File: config.mk
export PLATFORM = sky130hd
export DESIGN_NAME = hazard_ctrl_flat
export DESIGN_NICKNAME = d
export VERILOG_FILES = /design/src/rtl/hazard_ctrl_if.sv /design/src/rtl/hazard_ctrl.sv /design/src/flat_wrapper.sv
export SDC_FILE = /design/constraint.sdc
export NUM_CORES = 1
export LEC_CHECK = 0
export ABC_AREA = 1
export BUFFER_PORTS_ARGS = -buffer_cell sky130_fd_sc_hd__buf_2
export CAP_MARGIN = 20
export CORE_MARGIN = 1
export CORE_UTILIZATION = 31
export DETAILED_ROUTE_END_ITERATION = 10
export GPL_ROUTABILITY_DRIVEN = 0
export GPL_TIMING_DRIVEN = 0
export PLACE_DENSITY_LB_ADDON = 0.2
export SLEW_MARGIN = 20
export SYNTH_ARGS = -nofsm -noshare
export SYNTH_HDL_FRONTEND = slang
export SYNTH_SLANG_ARGS = --single-unit
File: constraint.sdc
create_clock -name clk -period 2.2 [get_ports clk]
set_clock_uncertainty 0.1 [all_clocks]
set_input_delay 0.44 -clock clk [delete_from_list [all_inputs] [get_ports clk]]
set_output_delay 0.44 -clock clk [all_outputs]
set_load 0.02 [all_outputs]
File: src/rtl/hazard_ctrl_if.sv
// Hazard-controller signal bundle: pipeline-stage observations in, stall/flush/forward
// controls and performance counters out.
interface hazard_ctrl_if #(
  parameter int unsigned CNT_W = 32
);
  logic [4:0]       rs1_addrD;
  logic [4:0]       rs2_addrD;
  logic             uses_rs1D;
  logic             uses_rs2D;
  logic [4:0]       rs1_addrE;
  logic [4:0]       rs2_addrE;
  logic [4:0]       rdE;
  logic             MemReadE;
  logic             PCSrcE;
  logic [4:0]       rdM;
  logic             RegWriteM;
  logic             mem_reqM;
  logic             mem_readyM;
  logic [4:0]       rdW;
  logic             RegWriteW;

  logic             StallF;
  logic             StallD;
  logic             StallE;
  logic             StallM;
  logic             FlushD;
  logic             FlushE;
  logic [1:0]       ForwardAE;
  logic [1:0]       ForwardBE;
  logic             bus_error;
  logic [CNT_W-1:0] stall_cnt;
  logic [CNT_W-1:0] flush_cnt;

  modport master (
    output rs1_addrD, rs2_addrD, uses_rs1D, uses_rs2D, rs1_addrE, rs2_addrE, rdE,
           MemReadE, PCSrcE, rdM, RegWriteM, mem_reqM, mem_readyM, rdW, RegWriteW,
    input  StallF, StallD, StallE, StallM, FlushD, FlushE, ForwardAE, ForwardBE,
           bus_error, stall_cnt, flush_cnt
  );

  modport slave (
    input  rs1_addrD, rs2_addrD, uses_rs1D, uses_rs2D, rs1_addrE, rs2_addrE, rdE,
           MemReadE, PCSrcE, rdM, RegWriteM, mem_reqM, mem_readyM, rdW, RegWriteW,
    output StallF, StallD, StallE, StallM, FlushD, FlushE, ForwardAE, ForwardBE,
           bus_error, stall_cnt, flush_cnt
  );
endinterface

File: src/rtl/hazard_ctrl.sv
// 5-stage pipeline hazard controller: load-use stalls, redirect flushes, EX forwarding
// selects and a data-memory wait/timeout FSM with saturating performance counters.
module hazard_ctrl #(
  parameter int unsigned MEM_TIMEOUT = 16,
  parameter int unsigned CNT_W       = 32
) (
  input logic        clk,
  input logic        rst_n,
  hazard_ctrl_if.slave hz
);

  typedef enum logic [1:0] {StRun, StWait, StError} state_e;

  localparam logic [7:0] WaitLast = 8'(MEM_TIMEOUT - 1);

  state_e           state_q, state_d;
  logic [7:0]       wait_q, wait_d;
  logic [CNT_W-1:0] stall_cnt_q, flush_cnt_q;

  logic mem_busy, loaduse, run_eval;
  logic stall_f, stall_d, stall_e, stall_m, flush_d, flush_e;

  always_comb begin
    hz.ForwardAE = 2'b00;
    if (hz.RegWriteM && hz.rdM != 5'd0 && hz.rdM == hz.rs1_addrE) begin
      hz.ForwardAE = 2'b10;
    end else if (hz.RegWriteW && hz.rdW != 5'd0 && hz.rdW == hz.rs1_addrE) begin
      hz.ForwardAE = 2'b01;
    end
    hz.ForwardBE = 2'b00;
    if (hz.RegWriteM && hz.rdM != 5'd0 && hz.rdM == hz.rs2_addrE) begin
      hz.ForwardBE = 2'b10;
    end else if (hz.RegWriteW && hz.rdW != 5'd0 && hz.rdW == hz.rs2_addrE) begin
      hz.ForwardBE = 2'b01;
    end
  end

  assign mem_busy = hz.mem_reqM && !hz.mem_readyM;
  assign loaduse  = hz.MemReadE && hz.rdE != 5'd0 &&
                    ((hz.uses_rs1D && hz.rdE == hz.rs1_addrD) ||
                     (hz.uses_rs2D && hz.rdE == hz.rs2_addrD));

  always_comb begin
    state_d  = state_q;
    wait_d   = wait_q;
    run_eval = 1'b0;
    stall_f  = 1'b0;
    stall_d  = 1'b0;
    stall_e  = 1'b0;
    stall_m  = 1'b0;
    flush_d  = 1'b0;
    flush_e  = 1'b0;

    case (state_q)
      StRun: begin
        if (mem_busy) begin
          {stall_f, stall_d, stall_e, stall_m} = 4'b1111;
          state_d = StWait;
          wait_d  = 8'd1;
        end else begin
          run_eval = 1'b1;
        end
      end
      StWait: begin
        if (hz.mem_readyM) begin
          run_eval = 1'b1;
          state_d  = StRun;
          wait_d   = 8'd0;
        end else begin
          {stall_f, stall_d, stall_e, stall_m} = 4'b1111;
          if (wait_q == WaitLast) begin
            state_d = StError;
          end else begin
            wait_d = wait_q + 8'd1;
          end
        end
      end
      StError: begin
        {stall_f, stall_d, stall_e, stall_m} = 4'b1111;
      end
      default: begin
        state_d = StRun;
        wait_d  = 8'd0;
      end
    endcase

    // Redirect outranks load-use: the stalled ID instruction is squashed anyway.
    if (run_eval) begin
      if (hz.PCSrcE) begin
        flush_d = 1'b1;
        flush_e = 1'b1;
      end else if (loaduse) begin
        stall_f = 1'b1;
        stall_d = 1'b1;
        flush_e = 1'b1;
      end
    end
  end

  always_ff @(posedge clk or negedge rst_n) begin
    if (!rst_n) begin
      state_q     <= StRun;
      wait_q      <= 8'd0;
      stall_cnt_q <= '0;
      flush_cnt_q <= '0;
    end else begin
      state_q <= state_d;
      wait_q  <= wait_d;
      if (stall_f && stall_cnt_q != '1) begin
        stall_cnt_q <= stall_cnt_q + 1'b1;
      end
      if (flush_e && hz.PCSrcE && state_q != StError && flush_cnt_q != '1) begin
        flush_cnt_q <= flush_cnt_q + 1'b1;
      end
    end
  end

  assign hz.StallF    = stall_f;
  assign hz.StallD    = stall_d;
  assign hz.StallE    = stall_e;
  assign hz.StallM    = stall_m;
  assign hz.FlushD    = flush_d;
  assign hz.FlushE    = flush_e;
  assign hz.bus_error = (state_q == StError);
  assign hz.stall_cnt = stall_cnt_q;
  assign hz.flush_cnt = flush_cnt_q;

endmodule

File: src/flat_wrapper.sv
// flat-port wrapper written by rule: the top's interface ports become plain ports
module hazard_ctrl_flat 
#(
  parameter int unsigned MEM_TIMEOUT = 16,
  parameter int unsigned CNT_W       = 32
)
  (clk, rst_n, hz_rs1_addrD, hz_rs2_addrD, hz_uses_rs1D, hz_uses_rs2D, hz_rs1_addrE, hz_rs2_addrE, hz_rdE, hz_MemReadE, hz_PCSrcE, hz_rdM, hz_RegWriteM, hz_mem_reqM, hz_mem_readyM, hz_rdW, hz_RegWriteW, hz_StallF, hz_StallD, hz_StallE, hz_StallM, hz_FlushD, hz_FlushE, hz_ForwardAE, hz_ForwardBE, hz_bus_error, hz_stall_cnt, hz_flush_cnt);
  hazard_ctrl_if #(.CNT_W(CNT_W)) hz_i ();
  input logic clk;
  input logic rst_n;
  input wire logic [$bits(hz_i.rs1_addrD)-1:0] hz_rs1_addrD;
  input wire logic [$bits(hz_i.rs2_addrD)-1:0] hz_rs2_addrD;
  input wire logic [$bits(hz_i.uses_rs1D)-1:0] hz_uses_rs1D;
  input wire logic [$bits(hz_i.uses_rs2D)-1:0] hz_uses_rs2D;
  input wire logic [$bits(hz_i.rs1_addrE)-1:0] hz_rs1_addrE;
  input wire logic [$bits(hz_i.rs2_addrE)-1:0] hz_rs2_addrE;
  input wire logic [$bits(hz_i.rdE)-1:0] hz_rdE;
  input wire logic [$bits(hz_i.MemReadE)-1:0] hz_MemReadE;
  input wire logic [$bits(hz_i.PCSrcE)-1:0] hz_PCSrcE;
  input wire logic [$bits(hz_i.rdM)-1:0] hz_rdM;
  input wire logic [$bits(hz_i.RegWriteM)-1:0] hz_RegWriteM;
  input wire logic [$bits(hz_i.mem_reqM)-1:0] hz_mem_reqM;
  input wire logic [$bits(hz_i.mem_readyM)-1:0] hz_mem_readyM;
  input wire logic [$bits(hz_i.rdW)-1:0] hz_rdW;
  input wire logic [$bits(hz_i.RegWriteW)-1:0] hz_RegWriteW;
  output wire logic [$bits(hz_i.StallF)-1:0] hz_StallF;
  output wire logic [$bits(hz_i.StallD)-1:0] hz_StallD;
  output wire logic [$bits(hz_i.StallE)-1:0] hz_StallE;
  output wire logic [$bits(hz_i.StallM)-1:0] hz_StallM;
  output wire logic [$bits(hz_i.FlushD)-1:0] hz_FlushD;
  output wire logic [$bits(hz_i.FlushE)-1:0] hz_FlushE;
  output wire logic [$bits(hz_i.ForwardAE)-1:0] hz_ForwardAE;
  output wire logic [$bits(hz_i.ForwardBE)-1:0] hz_ForwardBE;
  output wire logic [$bits(hz_i.bus_error)-1:0] hz_bus_error;
  output wire logic [$bits(hz_i.stall_cnt)-1:0] hz_stall_cnt;
  output wire logic [$bits(hz_i.flush_cnt)-1:0] hz_flush_cnt;
  assign hz_i.rs1_addrD = hz_rs1_addrD;
  assign hz_i.rs2_addrD = hz_rs2_addrD;
  assign hz_i.uses_rs1D = hz_uses_rs1D;
  assign hz_i.uses_rs2D = hz_uses_rs2D;
  assign hz_i.rs1_addrE = hz_rs1_addrE;
  assign hz_i.rs2_addrE = hz_rs2_addrE;
  assign hz_i.rdE = hz_rdE;
  assign hz_i.MemReadE = hz_MemReadE;
  assign hz_i.PCSrcE = hz_PCSrcE;
  assign hz_i.rdM = hz_rdM;
  assign hz_i.RegWriteM = hz_RegWriteM;
  assign hz_i.mem_reqM = hz_mem_reqM;
  assign hz_i.mem_readyM = hz_mem_readyM;
  assign hz_i.rdW = hz_rdW;
  assign hz_i.RegWriteW = hz_RegWriteW;
  assign hz_StallF = hz_i.StallF;
  assign hz_StallD = hz_i.StallD;
  assign hz_StallE = hz_i.StallE;
  assign hz_StallM = hz_i.StallM;
  assign hz_FlushD = hz_i.FlushD;
  assign hz_FlushE = hz_i.FlushE;
  assign hz_ForwardAE = hz_i.ForwardAE;
  assign hz_ForwardBE = hz_i.ForwardBE;
  assign hz_bus_error = hz_i.bus_error;
  assign hz_stall_cnt = hz_i.stall_cnt;
  assign hz_flush_cnt = hz_i.flush_cnt;
  hazard_ctrl #(.MEM_TIMEOUT(MEM_TIMEOUT), .CNT_W(CNT_W)) u_core (.clk(clk), .rst_n(rst_n), .hz(hz_i));
endmodule
==> flow_results.org, run 1 <==
** Run status
- Result of the run :: finished with violations
- Violations in the final reports :: setup timing

** Min path
- Hold path startpoint :: hz_mem_reqM
- Kind of path behind the tightest hold check :: in2reg
- End point of the worst hold path :: u_core.state_q[0]$_DFFE_PN0P_
- Along the worst hold path, the cell count comes to 3.

** Clock network
- Total clock sinks :: 74
- The clock tree synthesis step divided the H-tree into 3 levels.
- Buffers inserted during clock tree synthesis total 9.
- Clock transition at the registers of the reported paths :: 0.06 ns
- TritonCTS clock tree :: built
- Counting along the longest clock path gives a buffer depth of 2.
- The cell sitting at the root of the clock tree is a sky130_fd_sc_hd__clkbuf_16.
- The later pin in the worst-skew pair is clocked with a latency of around 0.34 ns.

** Drt
- Pre-antenna DRT Iters :: 4
- Post-DR vias/cell :: 4.549
- Residual DRC :: 0
- Vias :: 5081
- Wires add up to roughly 14000 µm.
- For this block, the initial DRC count from the detailed router was 256.
- Detailed-route wire length per cell :: 12.87 µm
- Count of nets left with antenna violations after detail routing :: 0

** GRT
- Global routing used 17.54% of the available tracks across all layers.
- Largest net degree at the start of global routing :: 49
- The via count of the first global-routing pass came to 4742.
- Number of antenna violations at the first check in global routing :: 0
- The first global-routing pass estimated about 23000 µm of wire.
- Remaining global-route overflow :: 0

** Finish
- Non-filler cells, final :: 1117
- Final Util :: 40.15%
- 0 antenna diodes ended up in the layout.
- Synthesis-to-layout area growth :: 25.18%
- Fraction of final layout cells with drive strength greater than 1 :: 20.53%
- In the layout the commonest cells are sky130_fd_sc_hd__nand2_1, sky130_fd_sc_hd__buf_2, sky130_fd_sc_hd__nor2_1, sky130_fd_sc_hd__dfrtp_1, sky130_fd_sc_hd__inv_1.
- Final nets :: between 900 and 1000
- The finished cells cover about 0.0064 mm².
- Most common cell after layout, fill and taps aside :: sky130_fd_sc_hd__nand2_1

** Worst setup path
- The worst register-to-register path has a depth of 9.
- STA classifies the critical path startpoint as a flip-flop.
- Of all nets on the critical path, the largest fanout is 4.
- Max stage delay on crit path :: 0.42 ns
- Start of the worst register-to-register path :: u_core.hz.stall_cnt[1]$_DFFE_PN0P_
- Data on the critical path arrives at its endpoint at 1.70 ns.
- Crit Path Category :: reg2out
- Walking the worst path, the cells encountered are inv_2 -> nand2_4 -> o21a_1 -> nor2_1 -> nand3_1 -> nand2_4 -> buf_6 -> buf_6.
- R2r setup slk :: approximately 0.16 ns
- STA classifies the critical path endpoint as a primary output.
- The worst register-to-register path ends at u_core.hz.stall_cnt[23]$_DFFE_PN0P_.
- CP max stage cell :: sky130_fd_sc_hd__dfrtp_1
- Data on the critical path is required at its endpoint by between 1.5 and 2 ns.

** STA
- For the pin with the worst max-slew slack, the measured transition is 0.5365 ns.
- Least setup slack across all paths after layout :: -0.03554 ns
- After layout, the minimum clock period comes to 2.236 ns.
- Final period utilization :: 101.6%
- The worst pin sits at a relative slew slack of a little under two thirds.
- The count of pins over their slew limit came to 0.
- RSZ-0062 raised after global routing :: yes
- The count of endpoints failing hold in the final timing report is 0.
- Setup violations remaining at the end of the flow were counted as 2.
- Highest Clock Rate :: 447.3 MHz

** Die
- The initial utilization of the core area, before any placement, comes to 32.08%.
- Row Count :: 46
- During I/O placement, the number of pins put on the boundary was 120.
- Die Area :: between 0.015 and 0.02 mm²
- From left edge to right edge, the die measures 130.7 µm.
- The floorplan step defined a core boundary enclosing roughly 0.016 mm².
- The floorplan step set the die height to 130.7 µm.

** Logic synthesis
- Counting every net in the synthesized netlist gives 806.
- Post-synth EDFFs :: 0
- Yosys mapped the design onto 31 distinct sky130hd cell types.
- Combined area of all synthesized cells :: 0.005132 mm²
- Most frequently used flop master after synthesis :: sky130_fd_sc_hd__dfrtp_1
- Warnings from Yosys :: 0
- Share of synthesized registers carrying an async set or reset :: 100.0%
- Sequential fraction of the synthesis area :: 36.08%
- Number of synthesized register bits :: 74
- Mean cell area of the mapped netlist :: 6.771 µm²
- The cell count after synthesis came out at 758.

** Placement
- Once placement finished, the instance area stood at 0.006031 mm².
- Cell total after placement :: 1094
- Number of port buffers :: 119
- Detailed placement finished with a half-perimeter wire length of 11310 µm.

** Pwr
- Across the VDD grid, the largest voltage drop is 0.0003498 V.
- The analysis attributes to cell leakage a power of around 3.3 nW.
- Power density normalized to cell area :: 620.3 mW/mm²

** Job
- Max-Cap Viols :: 0
[state kept, by name, summed over array words and instances, names as in the netlist]
signal	count
u_core.wait_q	8
u_core.state_q	2
u_core.hz.stall_cnt	32
u_core.hz.flush_cnt	32
[repair_timing]
action	in CTS	in global routing
cloned	0	0
endpoints found under the hold margin	26	0
buffers inserted	4	4
hold buffers	1	0
gates resized for setup	13	7
pin swaps	5	6
setup endpoints to repair	24	48
[layer usage]
| layer | GRT usage, % | vias to the layer above | wire [µm] |
|---|---|---|---|
| li1 | - | 2671 | - |
| met1 | 23.63 | 2272 | 6928 |
| met2 | 28.45 | 124 | 6573 |
| met3 | 3.542 | 14 | 688 |
| met4 | 4.868 | 0 | 182 |
| met5 | 0 | - | 0 |
[through the flow]
step / power [W] / hold WS [ns] / setup TNS, ns / setup WS (ns)
6_report: 0.003985 / 0.3091 / -0.04420 / -0.03554
5_1_grt: 0.004240 / 0.3003 / -0.2657 / -0.1440
4_1_cts: 0.004043 / 0.2955 / -0.2370 / -0.1321
3_5_place_dp: 0.002613 / 0.2930 / -0.3911 / -0.2300
3_3_place_gp: 0.002594 / 0.3836 / -0.3990 / -0.2361
2_1_floorplan: 0.002236 / 0.04441 / 0 / 0.004206
[synth_stat cells, types with 10 or more instances]
cell type,count,share of area [%]
sky130_fd_sc_hd__nand3b_1,10,1.5
sky130_fd_sc_hd__inv_1,69,5.0
sky130_fd_sc_hd__xor2_1,39,6.7
sky130_fd_sc_hd__xnor2_1,24,4.1
sky130_fd_sc_hd__nand3_1,57,5.6
sky130_fd_sc_hd__nand2_1,273,20
sky130_fd_sc_hd__nor3_1,24,2.3
sky130_fd_sc_hd__nand4_1,16,2.0
sky130_fd_sc_hd__dfrtp_1,74,36
sky130_fd_sc_hd__nor2_1,105,7.7
sky130_fd_sc_hd__o21ai_0,10,0.98
[report_power, final]
| part | leakage [nW] | switching, W | internal, W |
|---|---|---|---|
| clock | 0.132 | 0.000602 | 0.000760 |
| sequential | 1.01 | 0.000215 | 0.00149 |
| combinational | 2.15 | 0.000564 | 0.000358 |
| total | 3.29 | 0.00138 | 0.00261 |
[critical path: cells and delay by family (launching register included)]
kind,cells,cell delay (ns)
compound gates,1,0.20
buf+inv,3,0.31
flops,1,0.42
simple gates,4,0.40
[worst max path at each step]
stage,start,end,cells past startpoint
CTS,u_core.state_q[1]$_DFFE_PN0P_,hz_StallF,9
global placement,hz_rdE[4],hz_StallF,12
global route,u_core.state_q[1]$_DFFE_PN0P_,hz_StallF,8
finish,u_core.state_q[1]$_DFFE_PN0P_,hz_StallF,8
floorplan,hz_rdM[3],hz_ForwardBE[0],3
detailed placement,hz_rdE[4],hz_StallF,12
[cell type report]
| type | instances | area, µm² |
|---|---|---|
| Multi-Input combinational cell | 597 | 2950 |
| Tap cell | 216 | 270.3 |
| Buffer | 14 | 106.4 |
| Sequential cell | 74 | 1854 |
| Clock inverter | 6 | 43.79 |
| Timing Repair Buffer | 129 | 704.4 |
| Inverter | 72 | 270.3 |
| Fill cell | 1794 | 9575 |
| Clock buffer | 9 | 225.2 |
[cell families after synthesis]
logic type / Yosys count / share of synthesized area [%]
XOR/XNOR: 63 / 10.75
buffers and inverters: 87 / 7.362
flip-flops: 74 / 36.08
AND/OR/NAND/NOR: 503 / 42.05
AO/OA/AOI/OAI: 28 / 3.023
adder cells (fa/ha/maj): 3 / 0.7314
(Power assumes the default switching activity.)
==> run 2: changes to the inputs <==
ABC_AREA = 0   (was 1)
PLACE_DENSITY_LB_ADDON = default   (was 0.2)
==> flow_results.org, run 2 <==
** Worst setup path
- Worst path most repeated cell :: sky130_fd_sc_hd__buf_6
- The setup path with the least slack is of type in2out.
- Combined buffer and inverter count along the critical path :: 5
- Kind of launch point of the worst setup path :: input port
- CP Data Required Time :: 1.66 ns
- In this run the worst path has a maximum fanout of 2.
- Walking the worst path, the cells encountered are buf_8 -> or4_4 -> o21ai_4 -> a211oi_2 -> a21oi_2 -> buf_6 -> inv_2 -> buf_6 -> buf_6.
- In this design, the stage delay of the slowest critical-path cell is 0.53 ns.
- The worst setup path is captured at a primary output.
- On the critical path, the stage with the largest delay is an instance of sky130_fd_sc_hd__or4_4.
- On the critical path the largest part of the delay comes from simple AND/OR/NAND/NOR gates.
- Arrival time at the worst endpoint :: 1.90 ns

** Run status
- Result of the run :: finished with violations
- Violations in the final reports :: setup timing

** Logic synthesis
- Sequential fraction of the synthesis area :: between 40% and 50%
- Dominant cells by area after synthesis :: sky130_fd_sc_hd__dfrtp_1, sky130_fd_sc_hd__xor2_1, sky130_fd_sc_hd__xnor2_1
- Dominant cell type by area after synthesis :: sky130_fd_sc_hd__dfrtp_1
- Of the post-synthesis cell area, the dominant cell type holds 46.08%.
- Post-synthesis compound-gate area fraction :: under 10%
- Simple-gate share of the synthesized area :: 25.34%
- The synthesized netlist contains 42 unique library cells.
- Most common cell in the netlist :: sky130_fd_sc_hd__dfrtp_1
- By area, the combinational part of the netlist is dominated by simple AND/OR/NAND/NOR gates.
- Most frequently used flop master after synthesis :: sky130_fd_sc_hd__dfrtp_1
- Warnings from Yosys :: 0
- Counting flops and latches in the post-synthesis netlist gives 74.
- After synthesis, the most frequently instantiated cells are sky130_fd_sc_hd__dfrtp_1, sky130_fd_sc_hd__xor2_1, sky130_fd_sc_hd__xnor2_1.
- Syn_nets :: 451
- Post-synth EDFFs :: 0
- Share of synthesized area spent on multiplexers :: less than 1%
- Post-Synth XOR/XNOR Area :: 20.49%
- Post-Synth Adder-Cell Area :: 0.9340%
- Number of instances in the synthesized netlist :: a little over 400
- Share of synthesized registers carrying an async set or reset :: 100.0%
- Averaged over all synthesized cells, the footprint is approximately 10 µm².
- The synthesized netlist occupies a cell area of 0.004019 mm².

** Finish
- Antenna cell count :: 0
- In the final design database the tool counted 617 nets.
- The area growth from synthesis to layout is 45.86%.
- Most common cell after layout, fill and taps aside :: sky130_fd_sc_hd__buf_2
- In the layout the commonest cells are sky130_fd_sc_hd__buf_2, sky130_fd_sc_hd__dfrtp_1, sky130_fd_sc_hd__xor2_1, sky130_fd_sc_hd__xnor2_1, sky130_fd_sc_hd__buf_4.
- Of the cells placed in the final design, the portion with a size suffix greater than 1 is 42.16%.

** GRT
- Global-route usage over all layers :: between 10% and 20%
- The via count of the first global-routing pass was 3345.
- Global-route wire length before repair :: 16590 µm
- The number of antenna violations at the first check in global routing was 0.
- Remaining global-route overflow :: 0
- Entering global routing, the biggest net connects 41 pins.

** Drt
- Count of nets left with antenna violations after detail routing :: 0
- After detailed routing, the number of remaining DRC violations is 0.
- Pre-antenna DRT Iters :: 4
- Vias :: 3702
- After the first detailed-routing iteration, the DRC count stood at 130.
- For this block, the routed nets add up to 11060 µm of wire.
- In the final routed layout, each cell accounts on average for 14.82 µm.
- In the routed layout, each cell is associated on average with a via count of between 4 and 5.

** Die
- Die Area :: 0.01342 mm²
- Floorplan die width :: roughly 120 µm
- Total I/O pin count :: between 100 and 150
- The die is 115.9 µm tall.
- The floorplan has 41 rows.
- Initial Utilization :: 31.85%
- The region available for standard cell placement spans 0.01262 mm².

** STA
- Hold violation count in the final report :: 0
- Least-Margin Pin Slew :: 0.5101 ns
- The worst pin sits at a relative slew slack of about two thirds.
- Dividing the final minimum period by the clock period gives 110.8%.
- Final setup violating endpoints :: 4
- Highest Clock Rate :: 410.1 MHz
- Across all hold checks on the routed design, the worst slack comes to 0.2271 ns.
- Final Critical Period :: 2.439 ns
- Across all setup checks in the final design, the least slack found is -0.2386 ns.
- Setup repair after global routing could not meet its margin everywhere.
- Slew Limit Fails :: 0

** Clock network
- TritonCTS clock tree :: built
- The later pin in the worst-skew pair is clocked with a latency of 0.34 ns.
- Counting every sink on the clock net gives 74.
- Clock transition at the registers of the reported paths :: about 0.060 ns
- # H-tree levels :: 3
- The tree is rooted in a sky130_fd_sc_hd__clkbuf_16.
- Counting the buffers created by CTS gives 9.
- No sink is reached through more buffers than the 2 on the longest clock path.

** Pwr
- Leak Pwr :: roughly 2.5 nW
- VDD sags by at most 0.0005814 V.
- For this design the ratio of total power to cell area is 1041 mW/mm².
- Total Power :: approximately 0.0061 W

** Placement
- DP HPWL :: 7571 µm
- During placement, the flow inserted port buffers numbering 119.

** Job
- Max-Cap Viols :: 0

** Min path
- Kind of path behind the tightest hold check :: in2reg
[run 2: worst paths after layout]
kind                                                          start                             endpoint  slack [ns]  cells after the start
worst max-delay path                                      hz_rdE[4]                            hz_StallF       -0.24                      9
worst min-delay path                                  hz_mem_readyM        u_core.state_q[0]$_DFFE_PN0P_        0.23                      2
worst max register to register  u_core.hz.stall_cnt[26]$_DFFE_PN0P_   u_core.hz.stall_cnt[7]$_DFFE_PN0P_        0.06                      8
worst min register to register  u_core.hz.flush_cnt[25]$_DFFE_PN0P_  u_core.hz.flush_cnt[25]$_DFFE_PN0P_        0.39                      1
max in group asynchronous                                     rst_n  u_core.hz.stall_cnt[17]$_DFFE_PN0P_        0.89                      3
min in group asynchronous                                     rst_n  u_core.hz.flush_cnt[25]$_DFFE_PN0P_        0.50                      2
[run 2: worst register-to-register path, stage by stage, from the launching register on]
cell and delay, ns:
sky130_fd_sc_hd__dfrtp_1 0.38, sky130_fd_sc_hd__and4_4 0.26, sky130_fd_sc_hd__nand4_1 0.13, sky130_fd_sc_hd__or2_1 0.29
sky130_fd_sc_hd__nor4_4 0.30, sky130_fd_sc_hd__buf_4 0.19, sky130_fd_sc_hd__buf_6 0.15, sky130_fd_sc_hd__nor4_1 0.07
sky130_fd_sc_hd__xor2_1 0.15
[run 2: repair_timing]
item                                   in CTS  in global routing
hold buffers                                1                  0
endpoints found under the hold margin      34                  0
cloned                                      0                  2
gates resized for setup                    39                 64
pin swaps                                  10                 14
setup buffers                               6                 26
setup endpoints to repair                  48                 60
[run 2: layout make-up]
type,instances,area [µm²]
plain buffers,12,107.6
clock buffers,14,264.0
clock inverters,2,35.03
fillers,1226,6758
inverters,4,15.01
multi-input cells,313,2426
flip-flops and latches,74,1866
well taps,172,215.2
repair buffers,155,933.4
[run 2: kinds of logic after synthesis]
logic type	count (synthesis)
mux	2
buf+inv	16
simple gates	184
xor+xnor	94
flops	74
fa+ha+maj	3
compound gates	30
[run 2: through the flow]
step / util, % / cell area, µm² / setup WS (ns) / std cells / setup TNS [ns]
global placement: 38.56 / 4866 / -0.5553 / 694 / -9.416
CTS: 42.80 / 5401 / -0.2662 / 718 / -1.150
floorplan: - / 4055 / -0.1704 / 403 / -0.3038
global route: 46.45 / 5862 / -0.2702 / 746 / -0.8222
finish: 46.45 / 5862 / -0.2386 / 746 / -0.4978
detailed placement: 38.74 / 4888 / -0.5649 / 695 / -9.738
[run 2: routing by layer]
layer / track usage (%) / share of wire, % / vias to the layer above
met5: 0 / 0 / -
met4: 5.385 / 1.1 / 0
met3: 4.655 / 5.1 / 11
met2: 26.79 / 50 / 105
met1: 19.74 / 43 / 1813
li1: - / - / 1773
[run 2: report_power, final]
group / switching (W) / total [W] / internal [W]
sequential: 0.000411 / 0.00209 / 0.00168
combinational: 0.00151 / 0.00252 / 0.00101
clock: 0.000552 / 0.00149 / 0.000940
total: 0.00247 / 0.00610 / 0.00363
==> run 3: changes to the inputs <==
RECOVER_POWER = 25   (was default)
==> flow_results.org, run 3 (synthesis results as in run 2) <==
** Pwr
- For this design the ratio of total power to cell area is 1042 mW/mm².
- Of the total power, the clock network draws between 20% and 30%.
- Maximum ir drop on the vdd rail :: between 0.0005 and 0.0006 V
- Internal power of the cells :: 0.003629 W
- For this design the static power due to leakage is around 2.5 nW.
- The completed layout was analyzed and its total power is 0.006095 W.
- Net switching power figure :: 0.002467 W
- Combinational logic burns about two fifths of the power.
- In this run switching power makes up between 40% and 50% of total power.
- Per report_power, the sequential group accounts for 34.3% of the total.

** Clock network
- # H-tree levels :: 3
- Source-to-sink clock delay at the later pin of the worst-skew pair :: 0.34 ns
- TritonCTS clock tree :: built
- Inserted Clock Buffers :: 9
- Clock transition at the registers of the reported paths :: 0.06 ns
- The tree built by TritonCTS fans out to 74 sinks.
- Buffer levels on the longest clock path :: 2
- The root buffer cell chosen for the clock tree is sky130_fd_sc_hd__clkbuf_16.

** Min path
- In this run the worst hold path is classified as in2reg.

** Placement
- OpenSTA, run right after detailed placement, puts the worst setup slack at -0.5649 ns.
- DP HPWL :: between 7000 and 8000 µm
- The count of buffers added on input and output ports is 119.

** Finish
- Once layout is complete, the utilization of the core stands at 46.33%.
- The repair_antennas step left the layout with diodes totalling 0.
- Leaving out fill and tap cells, the most frequent cell in the layout is sky130_fd_sc_hd__buf_2.
- The filler cells instantiated in the layout total ~1200.
- Top library cells by usage in the layout, fill and taps aside :: sky130_fd_sc_hd__buf_2, sky130_fd_sc_hd__dfrtp_1, sky130_fd_sc_hd__xor2_1, sky130_fd_sc_hd__xnor2_1, sky130_fd_sc_hd__buf_4
- FF+latch area :: 0.001866 mm²
- Final nets :: 617
- Multi-input gate area in the final layout :: about 0.0024 mm²
- Cells with a size suffix above 1 make up a little over two fifths of the layout.
- Relative to the synthesized area, the layout overhead comes to 45.49%.

** STA
- For the pin with the worst max-slew slack, the measured transition is 0.8677 ns.
- Setup slack on the critical path of the routed design comes to -0.2351 ns.
- Tightest slew margin relative to the limit :: 42.15%
- Hold violation count in the final report :: 0
- Setup repair after global routing could not meet its margin everywhere.
- Final period utilization :: 110.7%
- Hold is met by 0.2267 ns.
- Final Critical Period :: 2.435 ns
- The count of pins over their slew limit is 0.
- Static timing analysis puts the maximum clock frequency at 410.7 MHz.
- Setup violations remaining at the end of the flow were counted as 4.

** Die
- In this run the count of I/O pins placed on the die edge is 120.
- The die is 115.9 µm tall.
- Die Area :: approximately 0.013 mm²
- Floorplan die width :: 115.9 µm
- In this run the standard cell core region covers about 0.013 mm².
- Row Count :: just over 40
- Once the floorplan was initialized, standard cells occupied 31.85% of the core.

** GRT
- Global routing used 16.01% of the available tracks across all layers.
- Largest net degree at the start of global routing :: 41
- Remaining global-route overflow :: 0
- Global-route wire length before repair :: 16590 µm
- Number of antenna violations at the first check in global routing :: 0
- The via count of the first global-routing pass was about 3300.

** Run status
- Result of the run :: finished with violations
- Violations in the final reports :: setup timing

** Worst setup path
- Crit Path Category :: in2out
- CP Data Required Time :: about 1.7 ns
- Arrival time at the worst endpoint :: 1.90 ns
- Maximum fanout encountered on the critical timing path :: 2
- The worst setup path is captured at a primary output.
- Kind of launch point of the worst setup path :: input port
- CP max stage cell :: sky130_fd_sc_hd__or4_4
- Max stage delay on crit path :: between 0.5 and 0.6 ns
- Among the stages of the critical path, the cell type that occurs most often is sky130_fd_sc_hd__buf_6.
- CP Cell Sequence :: buf_8 -> or4_4 -> o21ai_4 -> a211oi_2 -> a21oi_2 -> buf_6 -> inv_2 -> buf_6 -> buf_6

** Job
- Max-cap violations in this run came to 0.

** Drt
- Post-DR vias/cell :: approximately 5.0
- After detailed routing, the number of remaining DRC violations is 0.
- Detailed-route wire length :: 11060 µm
- Pre-antenna DRT Iters :: 4
- In the final routed layout, each cell accounts on average for between 10 and 15 µm.
- Count of nets left with antenna violations after detail routing :: 0
- The detailed router finished its first iteration with about 140 violations.
- Vias :: 3700
## run 3: cell types whose count changed in the layout (fill, tap and decap cells not counted), sizes merged
cell	delta
buf	-2
clkbuf	+2
## run 3: area by class of cell
type / count / area share [%]
Buffer: 12 / 1.840
Clock buffer: 14 / 4.515
Clock inverter: 2 / 0.5992
Inverter: 4 / 0.2568
Multi-Input combinational cell: 313 / 41.49
Sequential cell: 74 / 31.91
Tap cell: 172 / 3.681
Timing Repair Buffer: 155 / 15.71
## run 3: critical path, delay by kind of cell
| family | cells | cell delay (ns) |
|---|---|---|
| AO/OA/AOI/OAI | 3 | 0.46 |
| AND/OR/NAND/NOR | 1 | 0.53 |
| buffers and inverters | 5 | 0.47 |
## run 3: path summary, 6_finish.rpt
path,start,to,slack [ns],cells past startpoint
min in group asynchronous,rst_n,u_core.hz.flush_cnt[25]$_DFFE_PN0P_,0.65,2
worst max register to register,u_core.hz.stall_cnt[17]$_DFFE_PN0P_,u_core.hz.stall_cnt[7]$_DFFE_PN0P_,0.05,8
worst min register to register,u_core.hz.flush_cnt[25]$_DFFE_PN0P_,u_core.hz.flush_cnt[25]$_DFFE_PN0P_,0.39,1
worst max-delay path,hz_rdE[4],hz_StallF,-0.24,9
max in group asynchronous,rst_n,u_core.hz.stall_cnt[17]$_DFFE_PN0P_,0.14,3
worst min-delay path,hz_mem_readyM,u_core.state_q[0]$_DFFE_PN0P_,0.23,2
## run 3: metrics by stage
step	instances	setup TNS, ns	cell area, µm²
floorplan	403	-0.3038	4055
global placement	694	-9.416	4866
detailed placement	695	-9.738	4888
CTS	718	-1.150	5401
global route	746	-3.710	5847
finish	746	-0.4909	5847
## run 3: power groups by stage
stage	Sequential, W	Combinational [W]	Clock (W)
floorplan	0.00240	0.000957	0
global placement	0.00211	0.00194	0
detailed placement	0.00212	0.00196	0
CTS	0.00209	0.00207	0.00154
global route	0.00214	0.00271	0.00158
finish	0.00209	0.00251	0.00149
## run 3: layer usage
metal  up-vias  part of all wire (%)  track usage (%)
li1       1774                     -                -
met1      1803                    43            19.74
met2       112                    50            26.79
met3        11                   5.5            4.655
met4         0                   1.1            5.385
met5         -                     0                0
## run 3: repair_timing
item,in CTS,in global routing
setup endpoints to repair,48,60
hold buffers,1,0
cloned,0,2
buffers inserted,6,26
pin swaps,10,14
gates resized for setup,39,64
hold endpoints to repair,34,0
